`config.mk`:
```
export PLATFORM = sky130hd
export DESIGN_NAME = debounced_accumulator
export DESIGN_NICKNAME = d
export VERILOG_FILES = /design/src/rtl/debounced_accumulator.sv
export SDC_FILE = /design/constraint.sdc
export NUM_CORES = 1
export LEC_CHECK = 0
export ABC_CLOCK_PERIOD_IN_PS = 3200
export BUFFER_PORTS_ARGS = -buffer_cell sky130_fd_sc_hd__buf_2
export CORE_UTILIZATION = 35
export DETAILED_ROUTE_END_ITERATION = 7
export PLACE_DENSITY = 0.54
export SLEW_MARGIN = 20
export SYNTH_ARGS = -nofsm -noshare
export SYNTH_HDL_FRONTEND = slang
export SYNTH_SLANG_ARGS = --single-unit
```
`constraint.sdc`:
```
create_clock -name clk -period 3.2 [get_ports clk]
set_clock_uncertainty 0.15 [all_clocks]
set_input_delay 0.16 -clock clk [delete_from_list [all_inputs] [get_ports clk]]
set_output_delay 0.16 -clock clk [all_outputs]
set_load 0.005 [all_outputs]
```
`src/rtl/debounced_accumulator.sv`:
```
// debounced_accumulator
//   Push-button accumulator: a raw, bouncy button is synchronised and debounced.
//   Each accepted press adds or subtracts `operand` into a WIDTH-bit register.
//   The register has true carry/borrow, a sticky overflow flag and a press counter.
//   Optional build macro: SATURATE_EN. When defined, a result that carries or borrows
//   clamps to all-ones (add) or zero (sub) instead of wrapping.
module debounced_accumulator #(
  parameter int WIDTH     = 8,
  parameter int DB_CYCLES = 4,
  parameter int CNT_W     = 8
) (
  input  logic             clk,
  input  logic             rst_n,
  input  logic             btn_raw,
  input  logic [WIDTH-1:0] operand,
  input  logic             sub,
  input  logic             clr_n,
  output logic [WIDTH-1:0] acc,
  output logic             carry,
  output logic             ovf_sticky,
  output logic             press_pulse,
  output logic [CNT_W-1:0] press_cnt,
  output logic             db_level
);

  localparam int DBC_W = $clog2(DB_CYCLES) + 1;
  localparam logic [DBC_W-1:0] DB_LAST = DBC_W'(DB_CYCLES - 1);

  typedef enum logic [1:0] {
    IDLE      = 2'd0,
    ARMING    = 2'd1,
    HELD      = 2'd2,
    RELEASING = 2'd3
  } db_state_t;

  // (WIDTH+1)-bit add/subtract; the top bit is carry-out on add and borrow on subtract
  function automatic logic [WIDTH:0] acc_op(input logic [WIDTH-1:0] a,
                                            input logic [WIDTH-1:0] b,
                                            input logic             do_sub);
    logic [WIDTH:0] res;
    if (do_sub) begin
      res = {1'b0, a} - {1'b0, b};
    end else begin
      res = {1'b0, a} + {1'b0, b};
    end
    return res;
  endfunction

  logic [1:0]       sync_r;
  logic             btn_s;
  db_state_t        state_r;
  db_state_t        state_nxt_s;
  logic [DBC_W-1:0] db_cnt_r;
  logic [DBC_W-1:0] db_cnt_nxt_s;
  logic             pulse_nxt_s;
  logic [WIDTH:0]   op_res_s;
  logic [WIDTH-1:0] acc_nxt_s;
  logic             carry_nxt_s;

  assign btn_s = sync_r[1];

  // Two-flop synchroniser for the asynchronous button input
  always_ff @(posedge clk or negedge rst_n) begin
    if (!rst_n) begin
      sync_r <= 2'b00;
    end else begin
      sync_r <= {sync_r[0], btn_raw};
    end
  end

  // Debounce next-state logic.
  // The IDLE->ARMING sample is not counted, so DB_CYCLES further 1-samples are needed to accept a press.
  always_comb begin
    state_nxt_s  = state_r;
    db_cnt_nxt_s = db_cnt_r;
    pulse_nxt_s  = 1'b0;
    case (state_r)
      IDLE: begin
        db_cnt_nxt_s = '0;
        if (btn_s) begin
          state_nxt_s = ARMING;
        end else begin
          state_nxt_s = IDLE;
        end
      end
      ARMING: begin
        if (!btn_s) begin
          state_nxt_s  = IDLE;
          db_cnt_nxt_s = '0;
        end else if (db_cnt_r == DB_LAST) begin
          state_nxt_s  = HELD;
          db_cnt_nxt_s = '0;
          pulse_nxt_s  = 1'b1;
        end else begin
          db_cnt_nxt_s = db_cnt_r + DBC_W'(1);
        end
      end
      HELD: begin
        db_cnt_nxt_s = '0;
        if (!btn_s) begin
          state_nxt_s = RELEASING;
        end else begin
          state_nxt_s = HELD;
        end
      end
      RELEASING: begin
        if (btn_s) begin
          state_nxt_s  = HELD;
          db_cnt_nxt_s = '0;
        end else if (db_cnt_r == DB_LAST) begin
          state_nxt_s  = IDLE;
          db_cnt_nxt_s = '0;
        end else begin
          db_cnt_nxt_s = db_cnt_r + DBC_W'(1);
        end
      end
      default: begin
        state_nxt_s  = IDLE;
        db_cnt_nxt_s = '0;
      end
    endcase
  end

  // Debounce state, counter, registered press strobe and debounced level
  always_ff @(posedge clk or negedge rst_n) begin
    if (!rst_n) begin
      state_r     <= IDLE;
      db_cnt_r    <= '0;
      press_pulse <= 1'b0;
      db_level    <= 1'b0;
    end else begin
      state_r     <= state_nxt_s;
      db_cnt_r    <= db_cnt_nxt_s;
      press_pulse <= pulse_nxt_s;
      db_level    <= (state_nxt_s == HELD) || (state_nxt_s == RELEASING);
    end
  end

  // Arithmetic result for the next accumulate edge, with optional clamping
  always_comb begin
    op_res_s    = acc_op(acc, operand, sub);
    carry_nxt_s = op_res_s[WIDTH];
    acc_nxt_s   = op_res_s[WIDTH-1:0];
`ifdef SATURATE_EN
    if (carry_nxt_s) begin
      if (sub) begin
        acc_nxt_s = '0;
      end else begin
        acc_nxt_s = {WIDTH{1'b1}};
      end
    end else begin
      acc_nxt_s = op_res_s[WIDTH-1:0];
    end
`endif
  end

  // Accumulator, flags and press counter.
  // Clear takes priority and discards a coincident press.
  always_ff @(posedge clk or negedge rst_n) begin
    if (!rst_n) begin
      acc        <= '0;
      carry      <= 1'b0;
      ovf_sticky <= 1'b0;
      press_cnt  <= '0;
    end else if (!clr_n) begin
      acc        <= '0;
      carry      <= 1'b0;
      ovf_sticky <= 1'b0;
      press_cnt  <= '0;
    end else if (press_pulse) begin
      acc        <= acc_nxt_s;
      carry      <= carry_nxt_s;
      ovf_sticky <= ovf_sticky | carry_nxt_s;
      press_cnt  <= press_cnt + CNT_W'(1);
    end else begin
      acc        <= acc;
      carry      <= carry;
      ovf_sticky <= ovf_sticky;
      press_cnt  <= press_cnt;
    end
  end

endmodule

```
==> run summary, run 1 <==
The placed instance area came out at 1860 µm². In this run the number of H-tree levels came out at 1. STA puts the critical path data required time at 3210 ps. The signal on the critical path passes through buf_2 -> nor3_2 -> and3_1 -> nor2_1 -> xnor2_1 -> ha_1 -> a21o_1 -> a31o_1 -> a21oi_2 -> nor3b_1 -> a221o_1. The fill cell total of the finished layout came out at 436.

The number of global-route vias before repair is 1270. The kind of cell with the highest combined delay along the critical path is compound AO/OA/AOI/OAI gates. The global-route usage over all layers came out at 14.5%. The post-cts repair resize count came out at 0. In this run, the number of DRC markers left after iteration 0 of detailed routing was 40. The CTS sink count is 27. The slack of the critical path came out at 948 ps. Summed over all instances, the cell type with the most area after synthesis is sky130_fd_sc_hd__dfrtp_1. The die width came out at 70.5 µm. The startpoint-to-endpoint class of the critical path is input port to flip-flop. On the worst path, the slowest cell contributes a delay of 360 ps. The number of standard cells after synthesis came out at 155.

No sink is reached through more buffers than the 2 on the longest clock path. The number of input and output port buffers inserted is 32. The routed via count came out at 1229.

The post-CTS setup-driven buffer insertion count is 0. During synthesis, Yosys emitted a total of 0 warnings. The max-slew violation count was 0. The clock tree root buffer cell is sky130_fd_sc_hd__clkbuf_8. The class of the tightest hold or removal check is input port to flip-flop. The number of antenna violations at the first check in global routing came out at 0. After global routing the overflow that remains totals 0. The area growth from synthesis to final layout is 16.9%.

For this run, design rule violations remaining after detail routing come to 0. The total count of hold-check failures in the final report came out at 0. The detailed placer's ending HPWL is 2410 µm. Entering global routing, the biggest net connects 28 pins. Of the cells placed in the final design, the portion with a size suffix greater than 1 is 24.9%.

The number of setup violations in the final report came out at 0. The worst setup path is launched from an input port. The buffer and inverter count on the worst path came out at 1.

The top-area cell type share of the netlist area came out at 41.1%. For the pin with the worst max-slew slack, the measured transition is 599 ps. After the last flow step, the layout net total stands at 215. The repair_antennas step left the layout with diodes totalling 0. STA puts the critical path data arrival time at 2260 ps. Once detail routing completed, the nets flagged for antenna violations numbered 0. For flop-to-flop paths, the worst setup slack is 1030 ps.

The first global-routing pass estimated 5900 µm of wire. Setup repair after global routing left no endpoint under its margin. The final critical path takes up 70.4% of the cycle.

In this run, post-CTS hold repair placed 2 buffers. Among all flip-flop cells after synthesis, the most frequent one is sky130_fd_sc_hd__dfrtp_1. The clock network latency to the later pin of the worst-skew pair is 270 ps. The final estimated routing congestion in global placement came out at 0.783. The mean post-synth cell area is 10.6 µm². The post-route setup TNS came out at 0 ps. The start point of the critical path is operand[4]. The area enclosed by the die boundary is 4970 µm². The clock period minus worst slack came out at 2250 ps.

The run finished with clean final reports. TritonCTS built the clock tree. With fillers left out, the area of the finished cells amounts to 1920 µm².

The minimum setup slack after placement is 667 ps. The source of the worst hold timing path is clr_n. The area of the core came out at 4440 µm². Dividing total power by cell area gives a power density of 371 nW/µm². In this run the tightest slew margin relative to its limit is 60.1%. The number of top-level design ports came out at 33.

VDD sags by at most 223 µV. The clock slew seen by the registers of the worst setup and hold paths came out at 90 ps. The number of detailed-routing iterations run before antenna repair is 2. The combined area of the multi-input logic cells came out at 925 µm². The peak fanout along the critical path is 6. The critical path's slowest cell is sky130_fd_sc_hd__ha_1. The share of flip-flops with an asynchronous set or reset after synthesis came out at 100%.

The post-synthesis instance area came out at 1640 µm². The standard-cell row count is 24. The part of the Yosys area used for sequential elements is 41.1%. The count of maximum capacitance violations came out at 0.

The worst setup path is captured at a flip-flop. The net count after synthesis is 180. The detailed-route vias per instance is 5.10.

The top achievable clock speed is 0.444 GHz. The worst register-to-register path begins at acc[0]. By area the synthesized netlist is led by sky130_fd_sc_hd__dfrtp_1 41%, sky130_fd_sc_hd__ha_1 8.4%, sky130_fd_sc_hd__xnor2_1 6.9%. The mean routed wirelength per cell came out at 13.3 µm.

From bottom edge to top edge, the die measures 70.5 µm. The number of buffers created by CTS came out at 3. The count of flip-flops with a built-in enable after synthesis is 0. The static leakage came out at 0.990 nW. The storage element area came out at 676 µm².

The count of different cell masters after synthesis is 40. The post-synthesis register bit count came out at 27. Once the floorplan was initialized, standard cells occupied 37.0% of the core. The total detailed-routing wirelength came out at 3210 µm.

The fraction of the core area covered by cells at the end of the flow is 43.2%.
[cells by family after synthesis]
| kind of cell | share of synthesized area (%) |
|---|---|
| and+or+nand+nor | 19.3 |
| adders and majority gates | 9.60 |
| AOI/OAI and AO/OA | 13.9 |
| DFF | 41.1 |
| buffers and inverters | 2.59 |
| muxes | 4.49 |
| xor gates and xnor gates | 9.06 |
[worst paths after layout]
| check | endpoint | cells past startpoint |
|---|---|---|
| setup / recovery | ovf_sticky | 11 |
| hold / removal | acc[0] | 2 |
| setup reg to reg | acc[6] | 8 |
| hold reg to reg | sync_r[1] | 0 |
| max in group asynchronous | press_cnt[4] | 2 |
| min in group asynchronous | acc[7] | 2 |
[power breakdown]
| group | internal, mW | switching, mW |
|---|---|---|
| Sequential | 0.369 | 0.0163 |
| Clock | 0.0891 | 0.100 |
| Combinational | 0.0640 | 0.0735 |
[metrics by stage]
step	total power, mW	instances	hold WS, ps
final	0.712	241	138
after global placement	0.525	235	48.6
after CTS	0.724	241	139
after global routing	0.760	241	157
after floorplan	0.485	155	-286
after detailed placement	0.530	235	55.3
[Yosys cell counts, drive strengths merged (5+ instances only)]
library cell / number
dfrtp: 27
xnor2: 13
ha: 11
nor2: 10
nand2: 9
a21oi: 7
and2: 7
inv: 6
nor2b: 6
and3: 5
[final cells by class]
type / count / area share (%)
multi-input cells: 117 / 48.1
flip-flops and latches: 27 / 35.2
repair buffers: 35 / 9.77
well taps: 52 / 3.39
clock buffers: 4 / 2.35
inverters: 6 / 1.17
[state kept, by name, indices dropped and copies added, names as in the netlist]
signal and count:
db_cnt_r 3, db_level 1, sync_r 2, state_r 2, press_pulse 1, carry 1
acc 8, ovf_sticky 1, press_cnt 8
[layer usage]
layer	part of all wire [%]	global-route usage (%)	vias to the layer above	routed length [µm]
met5	0	0	-	0
met4	0.41	1.36	0	13
met3	3.6	3.90	2	115
met2	49	25.4	17	1560
met1	47	18.7	594	1520
li1	-	-	616	-
[cells in the final DEF (no fill, tap or decap), drive strengths merged, types with 5 or more instances in the layout]
cell type  synthesis  final
and3               5      5
inv                6      6
nor2              10     10
buf                2     33
xnor2             13     13
ha                11     11
nand2              9      9
dfrtp             27     27
and2               7      7
nor2b              6      6
a21oi              7      7
(Power assumes the default switching activity.)
==> inputs of run 2 (changes only) <==
--- a/config.mk
+++ b/config.mk
@@ -5,11 +5,11 @@
 export SDC_FILE = /design/constraint.sdc
 export NUM_CORES = 1
 export LEC_CHECK = 0
-export ABC_CLOCK_PERIOD_IN_PS = 3200
+export ABC_CLOCK_PERIOD_IN_PS = 1900
 export BUFFER_PORTS_ARGS = -buffer_cell sky130_fd_sc_hd__buf_2
 export CORE_UTILIZATION = 35
 export DETAILED_ROUTE_END_ITERATION = 7
-export PLACE_DENSITY = 0.54
+export PLACE_DENSITY = 0.56
 export SLEW_MARGIN = 20
 export SYNTH_ARGS = -nofsm -noshare
 export SYNTH_HDL_FRONTEND = slang
==> constraint.sdc (replaced) <==
create_clock -name clk -period 1.9 [get_ports clk]
set_clock_uncertainty 0.15 [all_clocks]
set_input_delay 0.095 -clock clk [delete_from_list [all_inputs] [get_ports clk]]
set_output_delay 0.095 -clock clk [all_outputs]
set_load 0.005 [all_outputs]
==> run 2 against run 1 <==
  * The flow now finishes with violations (design-rule violations, negative setup slack)
  * Combinational power grew 130%
  * Sequential share of layout area shrank 5.5 points
  * Cell area grew 18%
  * Via count grew 9.7%
  * Die area is the same
  * First-iteration DRC count grew 78%
  * Setup slack lost 1100 ps
  * Sequential power grew 69%
  * Hold slack lost 10 ps
  * Clock power grew 71%
  * Critical path type is now flip-flop to flip-flop
==> run summary, run 2 (synthesis results as in run 1) <==
The fraction of the core area covered by cells at the end of the flow came out at 51.2% (+8.0 points). The worst reg2reg path depth is 8 (unchanged). The initial core utilization came to 37.0% (unchanged).

The transition at the pin with the smallest max-transition slack is 597 ps (-2.14 ps). The count of maximum capacitance violations is 0 (unchanged). The critical path in this run is classified as flip-flop to flip-flop.

Static timing analysis puts the maximum clock frequency at 0.497 GHz. The clock period minus worst slack came out at 2010 ps. The final estimated routing congestion in global placement is 0.819 (+4.7%). The total detailed-routing wirelength came out at 3620 µm (+13%).

The TritonCTS clock tree is built. The vertical extent of the die came out at 70.5 µm (unchanged). The worst max-slew margin expressed relative to the limit is 60.2% (+0.14 points). The path with the worst hold slack has its endpoint at acc[0]. The arrival time of the worst setup path is 2080 ps (-180 ps). The number of global-route vias before repair came out at 1318 (+3.8%). The mean routed wirelength per cell is 13.3 µm (about the same). The data required time of the critical path is 1960 ps (-1250 ps).

The total power draw is 1.29 mW (+81%). The startpoint of the worst-slack reg-to-reg timing path is acc[0]. The remaining routing DRC violations is 4 (+4). The area enclosed by the die boundary came out at 4970 µm² (unchanged). The static leakage came out at 1.17 nW (+18%). The detailed-route vias per instance is 4.96 (-2.8%). The met1 usage in global routing is 19.3% (+0.58 points). The startpoint identified for the worst hold timing path is clr_n. The area growth from synthesis to final layout came out at 38.5%. The CTS sink count is 27 (unchanged). The minimum setup slack after placement came out at -456 ps (-1120 ps). The worst IR drop on VDD is 329 µV (+47%). The violation count after the first detailed-route iteration is 71 (+78%). The aggregate global routing overflow is 0 (unchanged). The number of buffers created by CTS came out at 3 (unchanged). The peak fanout along the critical path came to 2 (-4). The met2 usage is 26.8% (+1.4 points). The largest stage delay on the critical path came to 370 ps (about the same). In the final layout, the registers with the most flip-flops are acc x8, press_cnt x8, db_cnt_r x3. The category of the worst setup path launch point is a flip-flop. The number of antenna violations at the first check in global routing is 0 (unchanged). In this run the critical register-to-register path is captured at acc[6]. The routed via count was 1348 (+9.7%). Leaving out fill and tap cells, the most frequent cells in the layout are 31 x sky130_fd_sc_hd__buf_2, 31 x sky130_fd_sc_hd__buf_4, 27 x sky130_fd_sc_hd__dfrtp_1, 12 x sky130_fd_sc_hd__xnor2_1, 10 x sky130_fd_sc_hd__nor2_1. The number of nets at the end of the flow came to 246 (+14%). The post-route setup TNS came out at -325 ps (-325 ps). The number of top-level design ports is 33 (unchanged). The clock network latency to the later pin of the worst-skew pair came out at 270 ps (about the same). The number of gates on the worst path with buffers counted is 8 (-3).

The total number of H-tree levels came out at 1 (unchanged). The area of the core was 4440 µm² (unchanged). The fill cell total of the finished layout was 420 (-3.7%). The number of setup violations in the final report is 5 (+5). The die width came to 70.5 µm (unchanged).

The first-pass GRT wire length is 6070 µm (+2.8%). The critical path goes through inv_2 -> ha_4 -> fa_2 -> nand2b_4 -> a21oi_4 -> a31oi_4 -> nor4bb_2 -> a221o_1. The number of buffers on the longest clock path is 2 (unchanged). The global-route usage over all layers was 15.2% (+0.68 points).

The class of the tightest hold or removal check is input port to flip-flop. Of the available clock period, the critical path in the final layout requires 106%. The critical path's slowest cell is sky130_fd_sc_hd__dfrtp_1. The final reports fail on design-rule violations, negative setup slack.

The power density relative to cell area came out at 568 nW/µm² (+53%). The kind of cell with the highest combined delay along the critical path is adder cells. The total count of hold-check failures in the final report came out at 0 (unchanged). Setup repair after global routing could not meet its margin everywhere. The standard-cell row count was 24 (unchanged). The largest net degree at the start of global routing came to 28 (unchanged).

The max-slew violation count came to 0 (unchanged). The number of input and output port buffers inserted is 32 (unchanged). The share of cells above drive strength 1 is 42.7% (+18 points). The slack of the critical path is -112 ps (-1060 ps). STA classifies the critical path endpoint as a flip-flop. The fraction of met3 tracks used by global routing came out at 3.46% (-0.43 points). The run finished, with violations left. The detailed placer's ending HPWL came out at 2640 µm (+9.6%). The layer flagged by global routing as most heavily used is met2. The antenna diode count came out at 0 (unchanged).

The number of detailed-routing iterations run before antenna repair is 6 (+4). Clock tree synthesis selected as its root buffer the cell sky130_fd_sc_hd__clkbuf_8. The residual antenna-violating net count after detailed routing is 0 (unchanged). The minimum hold slack came out at 128 ps (-10.2 ps).

The buffer and inverter count on the worst path is 1 (unchanged). The number of instances on the worst hold path was 3 (+1). The worst setup slack for register-to-register paths is -110 ps (-1140 ps). The clock slew seen by the registers of the worst setup and hold paths came out at 90 ps (about the same).
-- run 2: cell types whose count changed in the layout (fill, tap and decap cells not counted), moves of 3 or more --
cell and change:
sky130_fd_sc_hd__buf_4 +30, sky130_fd_sc_hd__ha_1 -3, sky130_fd_sc_hd__inv_1 -3, sky130_fd_sc_hd__inv_2 +3
-- run 2: layout make-up --
class                   instances  area [µm²]  area share, %
multi-input cells             117        1030           45.5
well taps                      52        65.1           2.86
clock buffers                   3        41.3           1.82
repair buffers                 66         430           18.9
flip-flops and latches         27         676           29.7
clock inverters                 1        5.00          0.220
inverters                       6        22.5          0.990
-- run 2: how the worst max path moves through the flow --
stage | start | endpoint | slack [ps]
6_report | acc[0] | acc[6] | -110
5_1_grt | acc[0] | acc[6] | -220
4_1_cts | acc[0] | acc[6] | -70
3_5_place_dp | operand[0] | acc[6] | -460
3_3_place_gp | operand[0] | acc[6] | -430
2_1_floorplan | operand[2] | ovf_sticky | -200
-- run 2: stage by stage --
step	instances	instance area (µm²)
2_1_floorplan	155	1670
4_1_cts	268	2180
3_5_place_dp	259	2060
5_1_grt	272	2270
3_3_place_gp	259	2060
6_report	272	2270
-- run 2: power by group --
group / internal (mW) / switching (mW) / leakage, nW / total [mW]
clock: 0.147 / 0.176 / 0.0255 / 0.323
sequential: 0.621 / 0.0286 / 0.368 / 0.650
combinational: 0.167 / 0.152 / 0.777 / 0.319
total: 0.935 / 0.357 / 1.17 / 1.29
-- run 2: tightest hold or removal path: stages --
cell and delay [ps]:
sky130_fd_sc_hd__buf_2 100, sky130_fd_sc_hd__buf_4 190, sky130_fd_sc_hd__o211a_1 130
-- run 2: layer usage --
layer / wire length (µm) / up-vias
li1: - / 686
met2: 1750 / 23
met4: 12 / 0
met5: 0 / -
met1: 1720 / 637
met3: 134 / 2
-- run 2: what timing repair did --
item                                    4_1_cts  5_1_grt
hold buffers                                  2        0
hold endpoints to repair                     28        0
buffers inserted                              3        4
pin swaps                                     4        9
cloned                                        0        0
endpoints found under the setup margin        5        6
gates resized for setup                       5       15
==> inputs of run 3 (changes only) <==
--- a/config.mk
+++ b/config.mk
@@ -9,7 +9,8 @@
 export BUFFER_PORTS_ARGS = -buffer_cell sky130_fd_sc_hd__buf_2
 export CORE_UTILIZATION = 35
 export DETAILED_ROUTE_END_ITERATION = 7
-export PLACE_DENSITY = 0.56
+export PLACE_DENSITY = 0.63
+export REMOVE_ABC_BUFFERS = 1
 export SLEW_MARGIN = 20
 export SYNTH_ARGS = -nofsm -noshare
 export SYNTH_HDL_FRONTEND = slang
==> run 3 against run 2 <==
  * The flow still finishes with violations (design-rule violations, negative setup slack)
  * Flip-flop and latch count did not move
  * Maximum frequency decreased by 1.2%
  * Via count increased by 2.7%
  * Largest cell class unchanged
==> run summary, run 3 (synthesis results as in run 1) <==
The flow ran to the end, but the final reports show violations. The final reports fail on design-rule violations, negative setup slack. The data required time of the critical path was 1910 ps (-50 ps). The final clock period utilization by the worst path was 107% (+1.3 points). The worst reg2reg path depth is 8 (unchanged). The detailed-route vias per instance came out at 5.03 (+1.6%).

The routed via count is 1384 (+2.7%). The minimum setup slack after placement was -480 ps (-24.5 ps). The violation count after the first detailed-route iteration is 100 (+41%). TritonCTS built the clock tree. The buffer and inverter count on the worst path came out at 2 (+1). The detailed placer's ending HPWL came out at 2600 µm (-1.5%). The initial core utilization is 37.0% (unchanged). The largest individual stage delay along the critical path comes from the cell sky130_fd_sc_hd__dfrtp_1. The power density relative to cell area came out at 558 nW/µm² (-1.8%). The residual antenna-violating net count after detailed routing is 0 (unchanged). The transition at the pin with the smallest max-transition slack is 609 ps (+12.8 ps). The startpoint-to-endpoint class of the critical path is flip-flop to flip-flop. The total power draw came out at 1.32 mW (+2.1%). The remaining routing DRC violations came out at 2 (-2). The number of top-level design ports came out at 33 (unchanged). The number of nets at the end of the flow is 249 (+1.2%). Tracing the worst setup path back leads to its startpoint at acc[0]. The largest registers in the layout are acc x8, press_cnt x8, db_cnt_r x3.

The count of maximum capacitance violations came out at 0 (unchanged). The clock slew seen by the registers of the worst setup and hold paths came out at 100 ps (about the same). The first-pass GRT wire length came out at 6000 µm (-1.1%). The mean routed wirelength per cell is 13.4 µm (+0.66%). The aggregate global routing overflow was 0 (unchanged). The standard-cell row count came out at 24 (unchanged).

Walking the worst path, the cells encountered are inv_1 -> ha_2 -> fa_2 -> nand2b_4 -> a21oi_4 -> buf_6 -> a21oi_4 -> a221o_1. The worst setup slack for register-to-register paths is -140 ps (-20 ps). The static leakage is 1.20 nW (+2.6%).

The global-route usage over all layers came to 15.1% (-0.096 points). The final estimated routing congestion in global placement came out at 0.713 (-13%). The number of antenna violations at the first check in global routing is 0 (unchanged). The max-slew violation count came to 0 (unchanged). The class of the tightest hold or removal check is input port to flip-flop.

The dominant cell type by count on the critical path is sky130_fd_sc_hd__a21oi_4. The placed instance area came out at 2090 µm² (+1.5%). The worst IR drop on VDD is 447 µV (+36%). The number of buffers on the longest clock path is 2 (unchanged).

The post-route setup TNS came out at -401 ps (-76.5 ps). The top achievable clock speed is 0.491 GHz (-1.2%). The number of detailed-routing iterations run before antenna repair is 6 (unchanged). The number of gates on the worst path with buffers counted came out at 8 (unchanged). In this run the worst setup path terminates at ovf_sticky.

The number of input and output port buffers inserted came to 32 (unchanged). The number of setup violations in the final report is 4 (-1). The largest delay contributor family on the critical path is compound AO/OA/AOI/OAI gates. The largest stage delay on the critical path is 360 ps (about the same). The die width came to 70.5 µm (unchanged). The top cell types in the final layout, fill and taps aside, are 33 x sky130_fd_sc_hd__buf_4, 31 x sky130_fd_sc_hd__buf_2, 27 x sky130_fd_sc_hd__dfrtp_1, 9 x sky130_fd_sc_hd__xnor2_1, 8 x sky130_fd_sc_hd__nand2_1. The worst max-slew margin expressed relative to the limit came out at 59.4% (-0.86 points). The CTS sink count came out at 27 (unchanged). The endpoint identified for the worst register-to-register timing path is ovf_sticky. The number of global-route vias before repair came out at 1358 (+3.0%). The clock network latency to the later pin of the worst-skew pair came out at 270 ps (about the same). The slack of the critical path came out at -136 ps (-24.5 ps). The share of cells above drive strength 1 came out at 47.1% (+4.4 points). The area growth from synthesis to final layout is 43.9%. The peak fanout along the critical path was 3 (+1). The number of buffers created by CTS is 3 (unchanged). The total number of H-tree levels is 1 (unchanged).

The startpoint identified for the worst register-to-register timing path is acc[0]. The vertical extent of the die came to 70.5 µm (unchanged). STA classifies the critical path startpoint as a flip-flop. STA classifies the critical path endpoint as a flip-flop. The library cell used most frequently in the layout, excluding fill and tap cells, is sky130_fd_sc_hd__buf_4.

The antenna diode count came out at 0 (unchanged). The clock period minus worst slack came to 2040 ps (+24.5 ps). The largest net degree at the start of global routing came out at 28 (unchanged). The area of the core is 4440 µm² (unchanged). The total detailed-routing wirelength came to 3690 µm (+1.8%). The final instance area came out at 2360 µm² (+4.0%). Setup repair after global routing could not meet its margin everywhere. CTS placed an instance of sky130_fd_sc_hd__clkbuf_8 at the clock tree root.

The arrival time of the worst setup path is 2050 ps (-30 ps). The area enclosed by the die boundary is 4970 µm² (unchanged). The total count of hold-check failures in the final report came out at 0 (unchanged).
## run 3: what timing repair did
action	in CTS	in global routing
endpoints found under the setup margin	5	6
pin swaps	6	27
resized for setup	8	27
hold buffers	2	0
setup buffers	1	2
hold endpoints to repair	28	0
## run 3: area by class of cell
type / count / area [µm²]
clock buffers: 3 / 41.3
multi-input cells: 117 / 1100
fillers: 390 / 2080
repair buffers: 69 / 457
clock inverters: 1 / 7.51
well taps: 52 / 65.1
inverters: 6 / 22.5
flip-flops and latches: 27 / 676
## run 3: layer usage
layer,GRT usage (%),routed length [µm]
met2,25.6,1850
met4,4.08,44
met3,3.75,93
met5,0,0
met1,19.2,1700
## run 3: worst min-delay path by stage
stage / endpoint / slack [ps] / depth (start not counted) / startpoint
finish: acc[1] / 120 / 3 / clr_n
floorplan: acc[0] / -350 / 0 / rst_n
detailed placement: acc[5] / -4 / 1 / rst_n
CTS: acc[1] / 110 / 3 / clr_n
global placement: acc[5] / -0.9 / 1 / rst_n
global route: acc[1] / 130 / 3 / clr_n
## run 3: worst min-delay path, delay by kind of cell
family | cells | cell delay (ps)
compound gates | 1 | 120
buf+inv | 2 | 290
## run 3: stage by stage
step / hold slack [ps] / utilization, % / std cells
global placement: -0.945 / 47.0 / 266
floorplan: -351 / - / 150
finish: 120 / 53.2 / 275
detailed placement: -4.40 / 47.0 / 266
CTS: 107 / 49.7 / 273
global route: 126 / 53.2 / 275
## run 3: power by group
group          switching [mW]  internal [mW]
sequential             0.0288          0.621
clock                   0.186          0.149
combinational           0.160          0.175
